$ cat config.mk
export PLATFORM = sky130hd
export DESIGN_NAME = pool_ch_sched_flat
export DESIGN_NICKNAME = d
export VERILOG_FILES = /design/src/rtl/pool_ch_sched_if.sv /design/src/rtl/pool_ch_sched.sv /design/src/flat_wrapper.sv
export SDC_FILE = /design/constraint.sdc
export NUM_CORES = 1
export LEC_CHECK = 0
export CAP_MARGIN = 20
export CORE_MARGIN = 8
export CORE_UTILIZATION = 47
export DETAILED_ROUTE_END_ITERATION = 6
export GPL_TIMING_DRIVEN = 1
export PLACE_DENSITY = 0.76
export REMOVE_ABC_BUFFERS = 1
export SYNTH_ARGS = -nofsm -noshare
export SYNTH_HDL_FRONTEND = slang
export SYNTH_SLANG_ARGS = --single-unit
$ cat constraint.sdc
create_clock -name clk -period 2 [get_ports clk]
set_clock_uncertainty 0.05 [all_clocks]
set_input_delay 0.3 -clock clk [delete_from_list [all_inputs] [get_ports clk]]
set_output_delay 0.3 -clock clk [all_outputs]
set_load 0.01 [all_outputs]
$ cat src/rtl/pool_ch_sched_if.sv
`timescale 1ns/1ps
`default_nettype none
// ============================================================================
// Module   : pool_ch_sched_if
// Purpose  : Bundles every non-clock/reset signal of the pooling channel
//            scheduler. This covers the pass control, the feature-memory read
//            port, the pooling-buffer pixel/window path and the pooled-result
//            write port.
// Modports : slave  - the scheduler's view
//            master - the surrounding system's view (controller, feature
//                     memory, pooling buffer and result memory)
// Signals  : start, ch_mask, busy, done, err           pass control
//            rd_en, rd_ch, rd_addr, rd_data             feature-memory read
//            buf_rst_n, pix_out, pool_valid, pool_px    pooling buffer
//            wr_en, wr_ch, wr_addr, wr_data             pooled-result write
// Revision : 1.0 - initial release
// ============================================================================
interface pool_ch_sched_if #(
  parameter int WIDTH  = 26,
  parameter int HEIGHT = 26,
  parameter int NUM_CH = 8
);
  localparam int PIX_N  = WIDTH * HEIGHT;
  localparam int POOL_N = (WIDTH / 2) * (HEIGHT / 2);
  localparam int CH_W   = (NUM_CH > 1) ? $clog2(NUM_CH) : 1;
  localparam int ADDR_W = (PIX_N > 1)  ? $clog2(PIX_N)  : 1;
  localparam int POOL_W = (POOL_N > 1) ? $clog2(POOL_N) : 1;

  logic              start;
  logic [NUM_CH-1:0] ch_mask;
  logic              busy;
  logic              done;
  logic              err;
  logic              rd_en;
  logic [CH_W-1:0]   rd_ch;
  logic [ADDR_W-1:0] rd_addr;
  logic              rd_data;
  logic              buf_rst_n;
  logic              pix_out;
  logic              pool_valid;
  logic [3:0]        pool_px;
  logic              wr_en;
  logic [CH_W-1:0]   wr_ch;
  logic [POOL_W-1:0] wr_addr;
  logic              wr_data;

  modport slave (
    input  start, ch_mask, rd_data, pool_valid, pool_px,
    output busy, done, err, rd_en, rd_ch, rd_addr, buf_rst_n, pix_out,
           wr_en, wr_ch, wr_addr, wr_data
  );

  modport master (
    output start, ch_mask, rd_data, pool_valid, pool_px,
    input  busy, done, err, rd_en, rd_ch, rd_addr, buf_rst_n, pix_out,
           wr_en, wr_ch, wr_addr, wr_data
  );
endinterface
`default_nettype wire

$ cat src/rtl/pool_ch_sched.sv
`timescale 1ns/1ps
`default_nettype none
// ============================================================================
// Module   : pool_ch_sched
// Purpose  : Channel scheduler for the shared 2x2/stride-2 binary max-pooling
//            line buffer. It walks the enabled channels in ascending order and
//            streams each WIDTHxHEIGHT 1-bit map into the buffer. It resets the
//            buffer between channels and writes the OR of every pooled window
//            to the result memory.
// Ports    : clk    - clock
//            rst_n  - asynchronous active-low reset
//            bus    - pool_ch_sched_if.slave (control, read, buffer, write)
// Revision : 1.0 - initial release
// ============================================================================
module pool_ch_sched #(
  parameter int WIDTH        = 26,
  parameter int HEIGHT       = 26,
  parameter int NUM_CH       = 8,
  parameter int DRAIN_CYCLES = 4
) (
  input  logic                  clk,
  input  logic                  rst_n,
  pool_ch_sched_if.slave        bus
);

  localparam int PIX_N  = WIDTH * HEIGHT;
  localparam int POOL_N = (WIDTH / 2) * (HEIGHT / 2);
  localparam int CH_W   = (NUM_CH > 1) ? $clog2(NUM_CH) : 1;
  localparam int ADDR_W = (PIX_N > 1)  ? $clog2(PIX_N)  : 1;
  localparam int POOL_W = (POOL_N > 1) ? $clog2(POOL_N) : 1;
  // The pooled counter must be able to hold POOL_N itself (saturation value).
  localparam int PCNT_W = $clog2(POOL_N + 1);
  localparam int DCNT_W = (DRAIN_CYCLES > 1) ? $clog2(DRAIN_CYCLES) : 1;

  typedef enum logic [2:0] {
    S_IDLE   = 3'd0,
    S_CLEAR  = 3'd1,
    S_STREAM = 3'd2,
    S_DRAIN  = 3'd3,
    S_DONE   = 3'd4
  } state_t;

  state_t              r_state;
  state_t              w_state_nxt;

  logic [NUM_CH-1:0]   r_rem_mask;
  logic [CH_W-1:0]     r_ch;
  logic [ADDR_W-1:0]   r_pix_cnt;
  logic [DCNT_W-1:0]   r_drain_cnt;
  logic [PCNT_W-1:0]   r_pool_cnt;
  logic                r_rd_vld_d;
  logic                r_buf_rst_n;
  logic                r_err;
  logic                r_wr_en;
  logic [CH_W-1:0]     r_wr_ch;
  logic [POOL_W-1:0]   r_wr_addr;
  logic                r_wr_data;

  logic [CH_W-1:0]     w_low_idx;
  logic                w_rd_en;
  logic                w_pix_last;
  logic                w_drain_last;
  logic                w_start_ok;
  logic                w_pool_take;
  logic                w_pool_room;

  assign w_pix_last   = (r_pix_cnt == ADDR_W'(PIX_N - 1));
  assign w_drain_last = (r_drain_cnt == DCNT_W'(DRAIN_CYCLES - 1));
  assign w_start_ok   = (r_state == S_IDLE) && bus.start;
  // Buffer windows only mean something while the buffer is out of reset.
  assign w_pool_take  = r_buf_rst_n && bus.pool_valid;
  assign w_pool_room  = (r_pool_cnt < PCNT_W'(POOL_N));

  // Lowest set bit of the remaining mask. Scanning downwards lets the lowest
  // index overwrite any higher one.
  always_comb begin
    w_low_idx = '0;
    for (int i = NUM_CH - 1; i >= 0; i--) begin
      if (r_rem_mask[i]) begin
        w_low_idx = CH_W'(i);
      end
    end
  end

  // --------------------------------------------------------------------------
  // FSM: state register
  // --------------------------------------------------------------------------
  always_ff @(posedge clk or negedge rst_n) begin
    if (!rst_n) begin
      r_state <= S_IDLE;
    end else begin
      r_state <= w_state_nxt;
    end
  end

  // --------------------------------------------------------------------------
  // FSM: next state and read strobe
  // --------------------------------------------------------------------------
  always_comb begin
    w_state_nxt = r_state;
    w_rd_en     = 1'b0;
    case (r_state)
      S_IDLE: begin
        if (bus.start) begin
          w_state_nxt = (bus.ch_mask == '0) ? S_DONE : S_CLEAR;
        end
      end
      S_CLEAR: begin
        w_state_nxt = S_STREAM;
      end
      S_STREAM: begin
        w_rd_en = 1'b1;
        if (w_pix_last) begin
          w_state_nxt = S_DRAIN;
        end
      end
      S_DRAIN: begin
        if (w_drain_last) begin
          w_state_nxt = (r_rem_mask != '0) ? S_CLEAR : S_DONE;
        end
      end
      S_DONE: begin
        w_state_nxt = S_IDLE;
      end
      default: begin
        w_state_nxt = S_IDLE;
      end
    endcase
  end

  // --------------------------------------------------------------------------
  // Channel walk, pixel counters and buffer reset
  // --------------------------------------------------------------------------
  always_ff @(posedge clk or negedge rst_n) begin
    if (!rst_n) begin
      r_rem_mask  <= '0;
      r_ch        <= '0;
      r_pix_cnt   <= '0;
      r_drain_cnt <= '0;
      r_rd_vld_d  <= 1'b0;
      r_buf_rst_n <= 1'b0;
    end else begin
      case (r_state)
        S_IDLE: begin
          if (bus.start) begin
            r_rem_mask <= bus.ch_mask;
          end
        end
        S_CLEAR: begin
          r_ch        <= w_low_idx;
          // x & (x-1) drops the lowest set bit, which is the channel just taken.
          r_rem_mask  <= r_rem_mask & (r_rem_mask - NUM_CH'(1));
          r_pix_cnt   <= '0;
          r_drain_cnt <= '0;
        end
        S_STREAM: begin
          r_pix_cnt <= r_pix_cnt + ADDR_W'(1);
        end
        S_DRAIN: begin
          r_drain_cnt <= r_drain_cnt + DCNT_W'(1);
        end
        default: begin
        end
      endcase
      r_rd_vld_d  <= w_rd_en;
      // The buffer leaves reset on the same edge that the first read data
      // becomes valid, so its first sampled pixel is pixel 0. It is held
      // through the drain so the final windows can still be collected.
      r_buf_rst_n <= (r_state == S_STREAM) ||
                     ((r_state == S_DRAIN) && !w_drain_last);
    end
  end

  // --------------------------------------------------------------------------
  // Result path and error flag
  // --------------------------------------------------------------------------
  always_ff @(posedge clk or negedge rst_n) begin
    if (!rst_n) begin
      r_pool_cnt <= '0;
      r_wr_en    <= 1'b0;
      r_wr_ch    <= '0;
      r_wr_addr  <= '0;
      r_wr_data  <= 1'b0;
      r_err      <= 1'b0;
    end else begin
      r_wr_en <= 1'b0;
      if (r_state == S_CLEAR) begin
        r_pool_cnt <= '0;
      end else if (w_pool_take && w_pool_room) begin
        r_wr_en    <= 1'b1;
        r_wr_data  <= |bus.pool_px;
        r_wr_addr  <= r_pool_cnt[POOL_W-1:0];
        r_wr_ch    <= r_ch;
        r_pool_cnt <= r_pool_cnt + PCNT_W'(1);
      end

      if (w_start_ok) begin
        r_err <= 1'b0;
      end else if ((w_pool_take && !w_pool_room) ||
                   ((r_state == S_DRAIN) && w_drain_last &&
                    (r_pool_cnt != PCNT_W'(POOL_N)))) begin
        r_err <= 1'b1;
      end
    end
  end

  // --------------------------------------------------------------------------
  // Outputs
  // --------------------------------------------------------------------------
  assign bus.busy      = (r_state != S_IDLE) && (r_state != S_DONE);
  assign bus.done      = (r_state == S_DONE);
  assign bus.err       = r_err;
  assign bus.rd_en     = w_rd_en;
  assign bus.rd_ch     = r_ch;
  assign bus.rd_addr   = w_rd_en ? r_pix_cnt : '0;
  assign bus.buf_rst_n = r_buf_rst_n;
  assign bus.pix_out   = bus.rd_data & r_rd_vld_d;
  assign bus.wr_en     = r_wr_en;
  assign bus.wr_ch     = r_wr_ch;
  assign bus.wr_addr   = r_wr_addr;
  assign bus.wr_data   = r_wr_data;

endmodule
`default_nettype wire

$ cat src/flat_wrapper.sv
// flat-port wrapper written by rule: the top's interface ports become plain ports
module pool_ch_sched_flat 
#(
  parameter int WIDTH        = 26,
  parameter int HEIGHT       = 26,
  parameter int NUM_CH       = 8,
  parameter int DRAIN_CYCLES = 4
)
  (clk, rst_n, bus_start, bus_ch_mask, bus_rd_data, bus_pool_valid, bus_pool_px, bus_busy, bus_done, bus_err, bus_rd_en, bus_rd_ch, bus_rd_addr, bus_buf_rst_n, bus_pix_out, bus_wr_en, bus_wr_ch, bus_wr_addr, bus_wr_data);
  pool_ch_sched_if #(.WIDTH(WIDTH), .HEIGHT(HEIGHT), .NUM_CH(NUM_CH)) bus_i ();
  input  logic clk;
  input  logic rst_n;
  input wire logic [$bits(bus_i.start)-1:0] bus_start;
  input wire logic [$bits(bus_i.ch_mask)-1:0] bus_ch_mask;
  input wire logic [$bits(bus_i.rd_data)-1:0] bus_rd_data;
  input wire logic [$bits(bus_i.pool_valid)-1:0] bus_pool_valid;
  input wire logic [$bits(bus_i.pool_px)-1:0] bus_pool_px;
  output wire logic [$bits(bus_i.busy)-1:0] bus_busy;
  output wire logic [$bits(bus_i.done)-1:0] bus_done;
  output wire logic [$bits(bus_i.err)-1:0] bus_err;
  output wire logic [$bits(bus_i.rd_en)-1:0] bus_rd_en;
  output wire logic [$bits(bus_i.rd_ch)-1:0] bus_rd_ch;
  output wire logic [$bits(bus_i.rd_addr)-1:0] bus_rd_addr;
  output wire logic [$bits(bus_i.buf_rst_n)-1:0] bus_buf_rst_n;
  output wire logic [$bits(bus_i.pix_out)-1:0] bus_pix_out;
  output wire logic [$bits(bus_i.wr_en)-1:0] bus_wr_en;
  output wire logic [$bits(bus_i.wr_ch)-1:0] bus_wr_ch;
  output wire logic [$bits(bus_i.wr_addr)-1:0] bus_wr_addr;
  output wire logic [$bits(bus_i.wr_data)-1:0] bus_wr_data;
  assign bus_i.start = bus_start;
  assign bus_i.ch_mask = bus_ch_mask;
  assign bus_i.rd_data = bus_rd_data;
  assign bus_i.pool_valid = bus_pool_valid;
  assign bus_i.pool_px = bus_pool_px;
  assign bus_busy = bus_i.busy;
  assign bus_done = bus_i.done;
  assign bus_err = bus_i.err;
  assign bus_rd_en = bus_i.rd_en;
  assign bus_rd_ch = bus_i.rd_ch;
  assign bus_rd_addr = bus_i.rd_addr;
  assign bus_buf_rst_n = bus_i.buf_rst_n;
  assign bus_pix_out = bus_i.pix_out;
  assign bus_wr_en = bus_i.wr_en;
  assign bus_wr_ch = bus_i.wr_ch;
  assign bus_wr_addr = bus_i.wr_addr;
  assign bus_wr_data = bus_i.wr_data;
  pool_ch_sched #(.WIDTH(WIDTH), .HEIGHT(HEIGHT), .NUM_CH(NUM_CH), .DRAIN_CYCLES(DRAIN_CYCLES)) u_core (.clk(clk), .rst_n(rst_n), .bus(bus_i));
endmodule
==> out/metrics.cfg, run 1 <==
[run_status]
outcome = completed

[worst_hold_path]
hp-class = flop to flop
hp-start = u_core.r_drain_cnt[1]$_DFFE_PN0P_

[critical_path]
reg2reg_depth = 5
startpoint_type = flop
cp.arrival_ps = 1570
crit_cells = 5
reg2reg_slack_ps = 130
cp_max_fo = 13
critPathBufInv = 3
required_ps = 1650
cp_top_family = simple AND/OR/NAND/NOR gates
crit_path_end = bus_rd_addr[3]
regToRegEndpoint = u_core.r_rem_mask[7]$_DFFE_PN0P_
crit_slowest_cell = or3b_4
critPathLaunch = u_core.r_state[2]$_DFFE_PN0P_
crit_chain = or3b_4 -> inv_2 -> buf_12 -> and2_1 -> buf_2
worstSetupPathType = flop to output port
rr_startpoint = u_core.r_state[1]$_DFFE_PN0P_
cpPeakStageDelay_ps = 420
end_kind = output port

[synth]
ys_seq_elements = 50
syn_inst = 253
yosysUniqueCellTypes = 51
avgSynthCellArea_sq_um = 10.32
syn_area_sq_mm = 0.002610
yosysTopAreaCell = dfrtp_1
synth_top_cell_area_share = 0.4794
synth_seq_area_share = 0.4794
yosysWarnings = 0
synthTopCellsByArea = dfrtp_1 48%, o21ai_0 4.6%, mux2_4 4.6%
synth_edf_count = 0
async_reset_ff_frac = 1.000
synth_flop_cell = dfrtp_1

[clocking]
cts.sinks = 50
cts_tree = built
cts_buffer_depth = 2
cts_buffers = 5
root_buffer = clkbuf_8
h-tree-depth = 2
worstSkewPairLatency_ps = 310
clk_pin_slew_ps = 90

[power_and_ir_drop]
powerDensity_mw_per_mm2 = 1283
leakagePower_nw = 1.536
ir_drop_uv = 559.2

[routing]
ant_nets = 0
drt_iter0_markers = 97
vias = 2146
viasPerCell = 5.406
drc = 0
post_drt_wl_per_cell_microns = 14.64
wl_mm = 5.812
dr.pass1.iters = 4

[floorplanning]
core.rowCount = 27
coreArea_sq_mm = 0.005439
chipHeight_microns = 90.52
dieArea_sq_mm = 0.008194
start_util = 0.4799
die_x_microns = 90.52
top_level_ports = 49

[sta]
hold_viol_final = 0
worstMarginPinSlew_ps = 570.0
relSlewSlack = 0.6200
min_period_ps = 1921
rsz0062_at_grt = false
slew_viol_final = 0
setup_tns_ps = 0
holdWs_ps = 453.8
setup_violations = 0
fmax_ghz = 0.5205
layout_worst_path_cycle_share = 0.9606

[finish]
n_antenna_cell = 0
seqCellArea_sq_mm = 0.001251
fin_area_sq_mm = 0.003383
final_cell_mix = 50 x dfrtp_1, 34 x clkdlybuf4s50_1, 29 x nand2_1, 24 x o21ai_0, 23 x buf_4
final_core_util = 0.6220
syn2layout_area_growth_pct = 29.63
layout_commonest_cell = dfrtp_1
multi_input_area_sq_mm = 0.001260
drive_gt1_frac = 0.2277
final_nets = 346
fillers = 468

[placed_design]
dp_hpwl_mm = 4.347
gp_congestion = 0.8420
placed_area_sq_mm = 0.003327
port_buffers = 48

[grt]
grt_pass1_wl_mm = 10.15
grt_start_max_net_pins = 28
grt_most_used_layer = met2
overflow = 0
groute.layer.met1.usage = 0.1756
antenna_found_initial = 0
grt_pass1_vias = 2147
grt_usage = 0.1476
use_met3 = 0.03491
use_met2 = 0.2527

[job]
cap_violations = 0

## layer usage
layer / up-vias / share of wire
met2: 43 / 0.50
met3: 9 / 0.036
met5: - / 0
met1: 1036 / 0.45
met4: 0 / 0.014
li1: 1058 / -
## registers in the layout, indices dropped and copies added, names as in the netlist
name	flops
u_core.bus.wr_addr	8
u_core.bus.wr_en	1
u_core.r_rem_mask	8
u_core.r_pix_cnt	10
u_core.bus.wr_data	1
u_core.bus.buf_rst_n	1
u_core.r_pool_cnt	8
u_core.r_drain_cnt	2
u_core.bus.rd_ch	3
u_core.r_state	3
u_core.bus.err	1
u_core.r_rd_vld_d	1
u_core.bus.wr_ch	3
## timing repair
item / CTS / global route
setup endpoints to repair: 13 / 9
pin swaps: 0 / 1
buffers inserted: 0 / 1
gates resized for setup: 39 / 9
hold buffers: 1 / 0
endpoints found under the hold margin: 23 / 0
## where the power goes
| group | internal [W] | total [W] | switching [W] |
|---|---|---|---|
| Sequential | 0.00136 | 0.00168 | 0.000322 |
| Combinational | 0.00113 | 0.00204 | 0.000916 |
| Clock | 0.000280 | 0.000614 | 0.000334 |
| Total | 0.00277 | 0.00434 | 0.00157 |
## logic make-up after synthesis
| group | count (synthesis) | synth area share |
|---|---|---|
| AND/OR/NAND/NOR | 105 | 0.2272 |
| adder cells (fa/ha/maj) | 5 | 0.02397 |
| AO/OA/AOI/OAI | 55 | 0.1409 |
| flip-flops | 50 | 0.4794 |
| multiplexers | 16 | 0.07862 |
| XOR/XNOR | 3 | 0.01007 |
| buffers and inverters | 19 | 0.03979 |
## worst min path at each step
stage / slack (ps) / end / cells after the start
after detailed placement: 270 / u_core.r_rem_mask[0]$_DFFE_PN0P_ / 1
after CTS: 460 / u_core.r_drain_cnt[1]$_DFFE_PN0P_ / 2
after global routing: 480 / u_core.bus.wr_addr[2]$_DFFE_PN0P_ / 1
final: 450 / u_core.r_drain_cnt[1]$_DFFE_PN0P_ / 2
after floorplan: -50 / u_core.bus.buf_rst_n$_DFF_PN0_ / 0
after global placement: 270 / u_core.r_rem_mask[0]$_DFFE_PN0P_ / 1
## tightest hold or removal path: stages (launching register included)
cell     delay (ps)
dfrtp_1         360
nand2_1          50
o21ai_0          70
## through the flow
stage	setup slack, ps	power [W]	cells
finish	78.83	0.004340	397
global route	19.27	0.004676	397
CTS	1.733	0.004394	396
detailed placement	-53.57	0.003796	387
global placement	-45.86	0.003724	387
floorplan	2.623	0.002751	242
## area by class of cell
type | instances | share of cell area
Multi-Input combinational cell | 184 | 0.3724
Sequential cell | 50 | 0.3698
Timing Repair Buffer | 75 | 0.1953
Tap cell | 72 | 0.02663
Clock buffer | 7 | 0.02552
Inverter | 8 | 0.008876
Clock inverter | 1 | 0.001479
## Yosys cell counts (all sizes together), types with 5 or more instances
library cell,instances
a21oi,9
o21ai,29
nand2,29
ha,5
and3,6
nor3,8
nand3,7
buf,7
mux2,12
nor2,11
nand2b,7
and2,15
inv,8
dfrtp,50
No activity file was read; power rests on OpenSTA's default activity.
==> run 2, diff against run 1 <==
--- a/config.mk
+++ b/config.mk
@@ -7,10 +7,9 @@
 export LEC_CHECK = 0
 export CAP_MARGIN = 20
 export CORE_MARGIN = 8
-export CORE_UTILIZATION = 47
+export CORE_UTILIZATION = 28
 export DETAILED_ROUTE_END_ITERATION = 6
 export GPL_TIMING_DRIVEN = 1
-export PLACE_DENSITY = 0.76
 export REMOVE_ABC_BUFFERS = 1
 export SYNTH_ARGS = -nofsm -noshare
 export SYNTH_HDL_FRONTEND = slang
==> run 2 against run 1 <==
Net effect: clock-buffer cell count did not move; flip-flop and latch count unchanged; hold slack worse by 400 ps; routed wire length grew 6.3%; non-clock buffer count down 3; sequential power barely moved; first-iteration DRC count is 5.2% higher; highest routed layer unchanged; die area rose by 55%; power increased by 3.8%.
==> out/metrics.cfg, run 2 (synthesis results as in run 1) <==
[run_status]
outcome = completed

[routing]
ant_nets = 0  ; unchanged
drc = 0  ; unchanged
post_drt_wl_per_cell_microns = 14.27  ; -2.5%
wl_mm = 6.180  ; +6.3%
dr.pass1.iters = 4  ; unchanged
vias = 2096  ; -2.3%
drt_iter0_markers = 102  ; +5.2%
viasPerCell = 4.841  ; -10%

[power_and_ir_drop]
ir_drop_uv = 461.8  ; -17%
clockPowerShare = 0.159  ; +0.018
seqPwrFrac = 0.380  ; -0.008
powerDensity_mw_per_mm2 = 1297  ; +1.1%
leakagePower_nw = 1.539  ; +0.20%
p_sw_w = 0.001615  ; +2.7%
power_w = 0.004506  ; +3.8%
p_int_w = 0.002891  ; +4.4%
sw_frac_of_total = 0.3584  ; -0.003811
combPwrFrac = 0.461  ; -0.009

[floorplanning]
dieArea_sq_mm = 0.01267  ; +55%
chipHeight_microns = 112.5  ; +24%
die_x_microns = 112.5  ; +24%
core.rowCount = 35  ; +30%
coreArea_sq_mm = 0.009153  ; +68%
start_util = 0.2852  ; -0.1947
top_level_ports = 49  ; unchanged

[critical_path]
cp.arrival_ps = 1630  ; +60 ps
end_kind = output port
cp_max_fo = 7  ; -6
worstSetupPathType = flop to output port
cpPeakStageDelay_ps = 420  ; about the same
crit_slowest_cell = or3b_4
reg2reg_depth = 5  ; unchanged
rr_startpoint = u_core.r_state[1]$_DFFE_PN0P_
required_ps = 1650  ; about the same
reg2reg_slack_ps = 90  ; -40 ps
regToRegEndpoint = u_core.r_rem_mask[7]$_DFFE_PN0P_
crit_chain = or3b_4 -> inv_4 -> buf_12 -> buf_8 -> and2_4 -> buf_6
startpoint_type = flop

[placed_design]
dp_slack_ps = -87.81  ; -34.24 ps
dp_hpwl_mm = 4.381  ; +0.80%
placed_area_sq_mm = 0.003333  ; +0.19%
gp_congestion = 0.8033  ; -4.6%
port_buffers = 48  ; unchanged
place_inst = 422  ; +9.0%

[sta]
slew_viol_final = 0  ; unchanged
setup_violations = 0  ; unchanged
layout_worst_path_cycle_share = 0.9921  ; +0.03150
min_period_ps = 1984  ; +63.01 ps
rsz0062_at_grt = true
relSlewSlack = 0.5705  ; -0.04947
fmax_ghz = 0.5040  ; -3.2%
worstMarginPinSlew_ps = 644.2  ; +74.21 ps
hold_viol_final = 0  ; unchanged
setup_ws_ps = 15.82  ; -63.01 ps
holdWs_ps = 51.27  ; -402.5 ps

[grt]
grt_pass1_wl_mm = 10.27  ; +1.2%
grt_pass1_vias = 2095  ; -2.4%
grt_start_max_net_pins = 51  ; +82%
antenna_found_initial = 0  ; unchanged
overflow = 0  ; unchanged
grt_usage = 0.09879  ; -0.04879

[clocking]
cts_buffer_depth = 2  ; unchanged
cts_buffers = 5  ; unchanged
h-tree-depth = 2  ; unchanged
root_buffer = clkbuf_8
cts.sinks = 50  ; unchanged
cts_tree = built
clk_pin_slew_ps = 90  ; about the same
worstSkewPairLatency_ps = 300  ; about the same

[finish]
final_nets = 343  ; -0.87%
n_antenna_cell = 0  ; unchanged
final_cell_count_no_fill = 433  ; +9.1%
layout_commonest_cell = dfrtp_1
syn2layout_area_growth_pct = 33.08
fin_area_sq_mm = 0.003473  ; +2.7%
fillers = 874  ; +87%
final_cell_mix = 50 x dfrtp_1, 34 x clkdlybuf4s50_1, 29 x nand2_1, 24 x o21ai_0, 20 x buf_4
largest_reg_flops = 10  ; unchanged
regMostFlops = u_core.r_pix_cnt
drive_gt1_frac = 0.2267  ; -0.0009842

[job]
cap_violations = 0  ; unchanged

[worst_hold_path]
hp-class = input port to asynchronous set/reset pin

[run 2: stage by stage]
stage | util | TNS, ps
global route | 0.3795 | -188.8
global placement | 0.3642 | -85.03
floorplan | - | 0
detailed placement | 0.3642 | -239.5
finish | 0.3795 | 0
CTS | 0.3742 | -46.77
[run 2: worst max-delay path: cells and delay by family (launching register included)]
family / cells / cell delay (ps)
DFF: 1 / 390
buffers and inverters: 4 / 390
and+or+nand+nor: 2 / 550
[run 2: power groups by stage]
| stage | sequential [W] | clock, W | combinational (W) |
|---|---|---|---|
| 2_1_floorplan | 0.00175 | 0 | 0.00100 |
| 3_3_place_gp | 0.00171 | 0 | 0.00197 |
| 3_5_place_dp | 0.00173 | 0 | 0.00200 |
| 4_1_cts | 0.00171 | 0.000739 | 0.00201 |
| 5_1_grt | 0.00177 | 0.000792 | 0.00229 |
| 6_report | 0.00171 | 0.000717 | 0.00208 |
[run 2: layout make-up]
type | instances | area, sq um | share of cell area
multi-input combinational | 184 | 1267 | 0.3649
clock inverter | 1 | 30.03 | 0.008646
tap | 111 | 138.9 | 0.03999
timing repair buffer | 72 | 676.9 | 0.1949
clock buffer | 7 | 76.32 | 0.02197
inverter | 8 | 32.53 | 0.009366
sequential | 50 | 1251 | 0.3602
[run 2: how the worst max path moves through the flow]
stage | from | to | slack [ps] | cells past startpoint
6_report | u_core.r_state[2]$_DFFE_PN0P_ | bus_rd_addr[7] | 20 | 6
3_3_place_gp | bus_ch_mask[2] | u_core.r_state[2]$_DFFE_PN0P_ | -60 | 5
5_1_grt | u_core.r_state[2]$_DFFE_PN0P_ | bus_rd_addr[5] | -60 | 6
4_1_cts | u_core.r_state[0]$_DFFE_PN0P_ | bus_rd_addr[5] | -20 | 6
3_5_place_dp | bus_ch_mask[2] | u_core.r_state[2]$_DFFE_PN0P_ | -90 | 5
2_1_floorplan | u_core.r_state[1]$_DFFE_PN0P_ | u_core.r_rem_mask[7]$_DFFE_PN0P_ | 3 | 4
[run 2: per-layer routing]
layer | wire, microns | track usage | vias to the layer above
met5 | 0 | 0 | -
met1 | 2753 | 0.1157 | 1008
met3 | 306 | 0.03274 | 4
met4 | 45 | 0.02698 | 0
li1 | - | - | 1048
met2 | 3073 | 0.1684 | 36
[run 2: timing repair]
action	CTS	global route
resized for setup	42	14
hold buffers	0	0
setup buffers	1	1
setup endpoints to repair	13	7
pin swaps	0	1
gates cloned	0	1
==> run 3, diff against run 2 <==
--- a/config.mk
+++ b/config.mk
@@ -6,11 +6,11 @@
 export NUM_CORES = 1
 export LEC_CHECK = 0
 export CAP_MARGIN = 20
+export CORE_ASPECT_RATIO = 1.25
 export CORE_MARGIN = 8
 export CORE_UTILIZATION = 28
 export DETAILED_ROUTE_END_ITERATION = 6
 export GPL_TIMING_DRIVEN = 1
-export REMOVE_ABC_BUFFERS = 1
 export SYNTH_ARGS = -nofsm -noshare
 export SYNTH_HDL_FRONTEND = slang
 export SYNTH_SLANG_ARGS = --single-unit
==> run 3 against run 2 <==
Net effect: combinational power is 5% lower; first-iteration DRC count is 25% higher; die area is 0.16% higher; critical endpoint is now bus_rd_addr[1]; largest power group unchanged; critical path type unchanged.
==> out/metrics.cfg, run 3 (synthesis results as in run 1) <==
[power_and_ir_drop]
ir_drop_uv = 430.0  ; -6.9%
powerDensity_mw_per_mm2 = 1318  ; +1.6%
leakagePower_nw = 1.547  ; +0.54%
power_w = 0.004614  ; +2.4%

[routing]
dr.pass1.iters = 4  ; unchanged
vias = 2107  ; +0.52%
drc = 0  ; unchanged
post_drt_wl_per_cell_microns = 13.42  ; -6.0%
drt_iter0_markers = 127  ; +25%
viasPerCell = 4.735  ; -2.2%
wl_mm = 5.971  ; -3.4%
ant_nets = 0  ; unchanged

[sta]
hold_viol_final = 0  ; unchanged
setup_violations = 0  ; unchanged
fmax_ghz = 0.5137  ; +1.9%
worstMarginPinSlew_ps = 421.8  ; -222.4 ps
rsz0062_at_grt = false
relSlewSlack = 0.7162  ; +0.1457
layout_worst_path_cycle_share = 0.9733  ; -0.01880
min_period_ps = 1947  ; -37.60 ps
slew_viol_final = 0  ; unchanged

[finish]
syn2layout_area_growth_pct = 34.08
final_nets = 343  ; unchanged
final_cell_count_no_fill = 445  ; +2.8%
n_antenna_cell = 0  ; unchanged
final_cell_mix = 50 x dfrtp_1, 34 x clkdlybuf4s50_1, 29 x nand2_1, 24 x o21ai_0, 22 x buf_4
drive_gt1_frac = 0.2205  ; -0.006211
layout_commonest_cell = dfrtp_1
regMostFlops = u_core.r_pix_cnt
largest_reg_flops = 10  ; unchanged

[critical_path]
cp.arrival_ps = 1600  ; -30 ps
cpPeakStageDelay_ps = 400  ; -20 ps
crit_slowest_cell = or3b_4
end_kind = output port
worstSetupPathType = flop to output port
reg2reg_slack_ps = 130  ; +40 ps
cp_max_fo = 15  ; +8
reg2reg_depth = 7  ; +2
startpoint_type = flop
crit_chain = or3b_4 -> inv_2 -> buf_12 -> and2_1 -> clkdlybuf4s15_2
required_ps = 1650  ; about the same

[grt]
grt_pass1_vias = 2184  ; +4.2%
grt_start_max_net_pins = 29  ; -43%
overflow = 0  ; unchanged
grt_usage = 0.1019  ; +0.003089
antenna_found_initial = 0  ; unchanged
grt_pass1_wl_mm = 10.32  ; +0.47%

[clocking]
worstSkewPairLatency_ps = 290  ; about the same
cts_buffer_depth = 2  ; unchanged
cts_buffers = 5  ; unchanged
h-tree-depth = 2  ; unchanged
cts.sinks = 50  ; unchanged
clk_pin_slew_ps = 60  ; -30 ps
root_buffer = clkbuf_16
cts_tree = built

[placed_design]
dp_hpwl_mm = 4.523  ; +3.2%
port_buffers = 48  ; unchanged
place_inst = 436  ; +3.3%
gp_congestion = 0.8164  ; +1.6%

[floorplanning]
top_level_ports = 49  ; unchanged
coreArea_sq_mm = 0.009125  ; -0.30%
dieArea_sq_mm = 0.01269  ; +0.16%
die_x_microns = 102.4  ; -9.1%
chipHeight_microns = 123.9  ; +10%
start_util = 0.2860  ; +0.0008602
core.rowCount = 39  ; +11%

[run_status]
outcome = completed

[synth]
syn_nets = 275

[job]
cap_violations = 0  ; unchanged

[worst_hold_path]
hp-class = input port to asynchronous set/reset pin

==> run 3: what timing repair did <==
item                       CTS  global route
setup buffers                0             0
gates resized for setup     34             9
hold endpoints to repair     5             0
pin swaps                    0             0
setup endpoints to repair   12            12
hold buffers                 1             0
==> run 3: power by group <==
part | leakage [nW] | internal [W] | switching, W | total, W
registers | 0.632 | 0.00137 | 0.000327 | 0.00169
logic | 0.832 | 0.00108 | 0.000899 | 0.00197
clock network | 0.0836 | 0.000586 | 0.000362 | 0.000947
total | 1.55 | 0.00303 | 0.00159 | 0.00461
==> run 3: final timing paths <==
path	start	to
max in group asynchronous	rst_n	u_core.r_state[0]$_DFFE_PN0P_
hold reg to reg	u_core.r_drain_cnt[1]$_DFFE_PN0P_	u_core.r_drain_cnt[1]$_DFFE_PN0P_
min in group clk	u_core.r_drain_cnt[1]$_DFFE_PN0P_	u_core.r_drain_cnt[1]$_DFFE_PN0P_
hold / removal	rst_n	u_core.r_pix_cnt[4]$_DFFE_PN0P_
setup / recovery	u_core.r_state[0]$_DFFE_PN0P_	bus_rd_addr[1]
setup reg to reg	u_core.r_pool_cnt[1]$_DFFE_PN0P_	u_core.bus.wr_addr[3]$_DFFE_PN0P_
==> run 3: through the flow <==
stage	util	hold WS [ps]	setup slack (ps)	area, sq um	TNS, ps
2_1_floorplan	-	-45.59	35.42	2610	0
3_3_place_gp	0.3672	99.45	-133.0	3351	-149.4
3_5_place_dp	0.3672	102.1	-147.8	3351	-193.4
4_1_cts	0.3878	335.0	9.126	3538	0
5_1_grt	0.3835	360.3	1.077	3500	0
6_report	0.3835	325.5	53.43	3500	0
==> run 3: cell type report <==
class                      count  area (sq um)
sequential                    50          1251
clock inverter                 3         40.04
timing repair buffer          72         639.4
clock buffer                   5         125.1
fill                         915          5625
multi-input combinational    184          1260
tap                          123         153.9
inverter                       8         30.03
==> run 3: per-layer routing <==
layer	global-route usage	vias to the layer above	part of all wire
li1	-	1044	-
met1	0.1230	1017	0.44
met2	0.1730	39	0.49
met3	0.01957	7	0.046
met4	0.04232	0	0.019
met5	0	-	0
==> run 3: critical path: cells and delay by family, from the launching register on <==
kind / cells / cell delay [ps]
DFF: 1 / 370
buffers and inverters: 3 / 420
and+or+nand+nor: 2 / 520
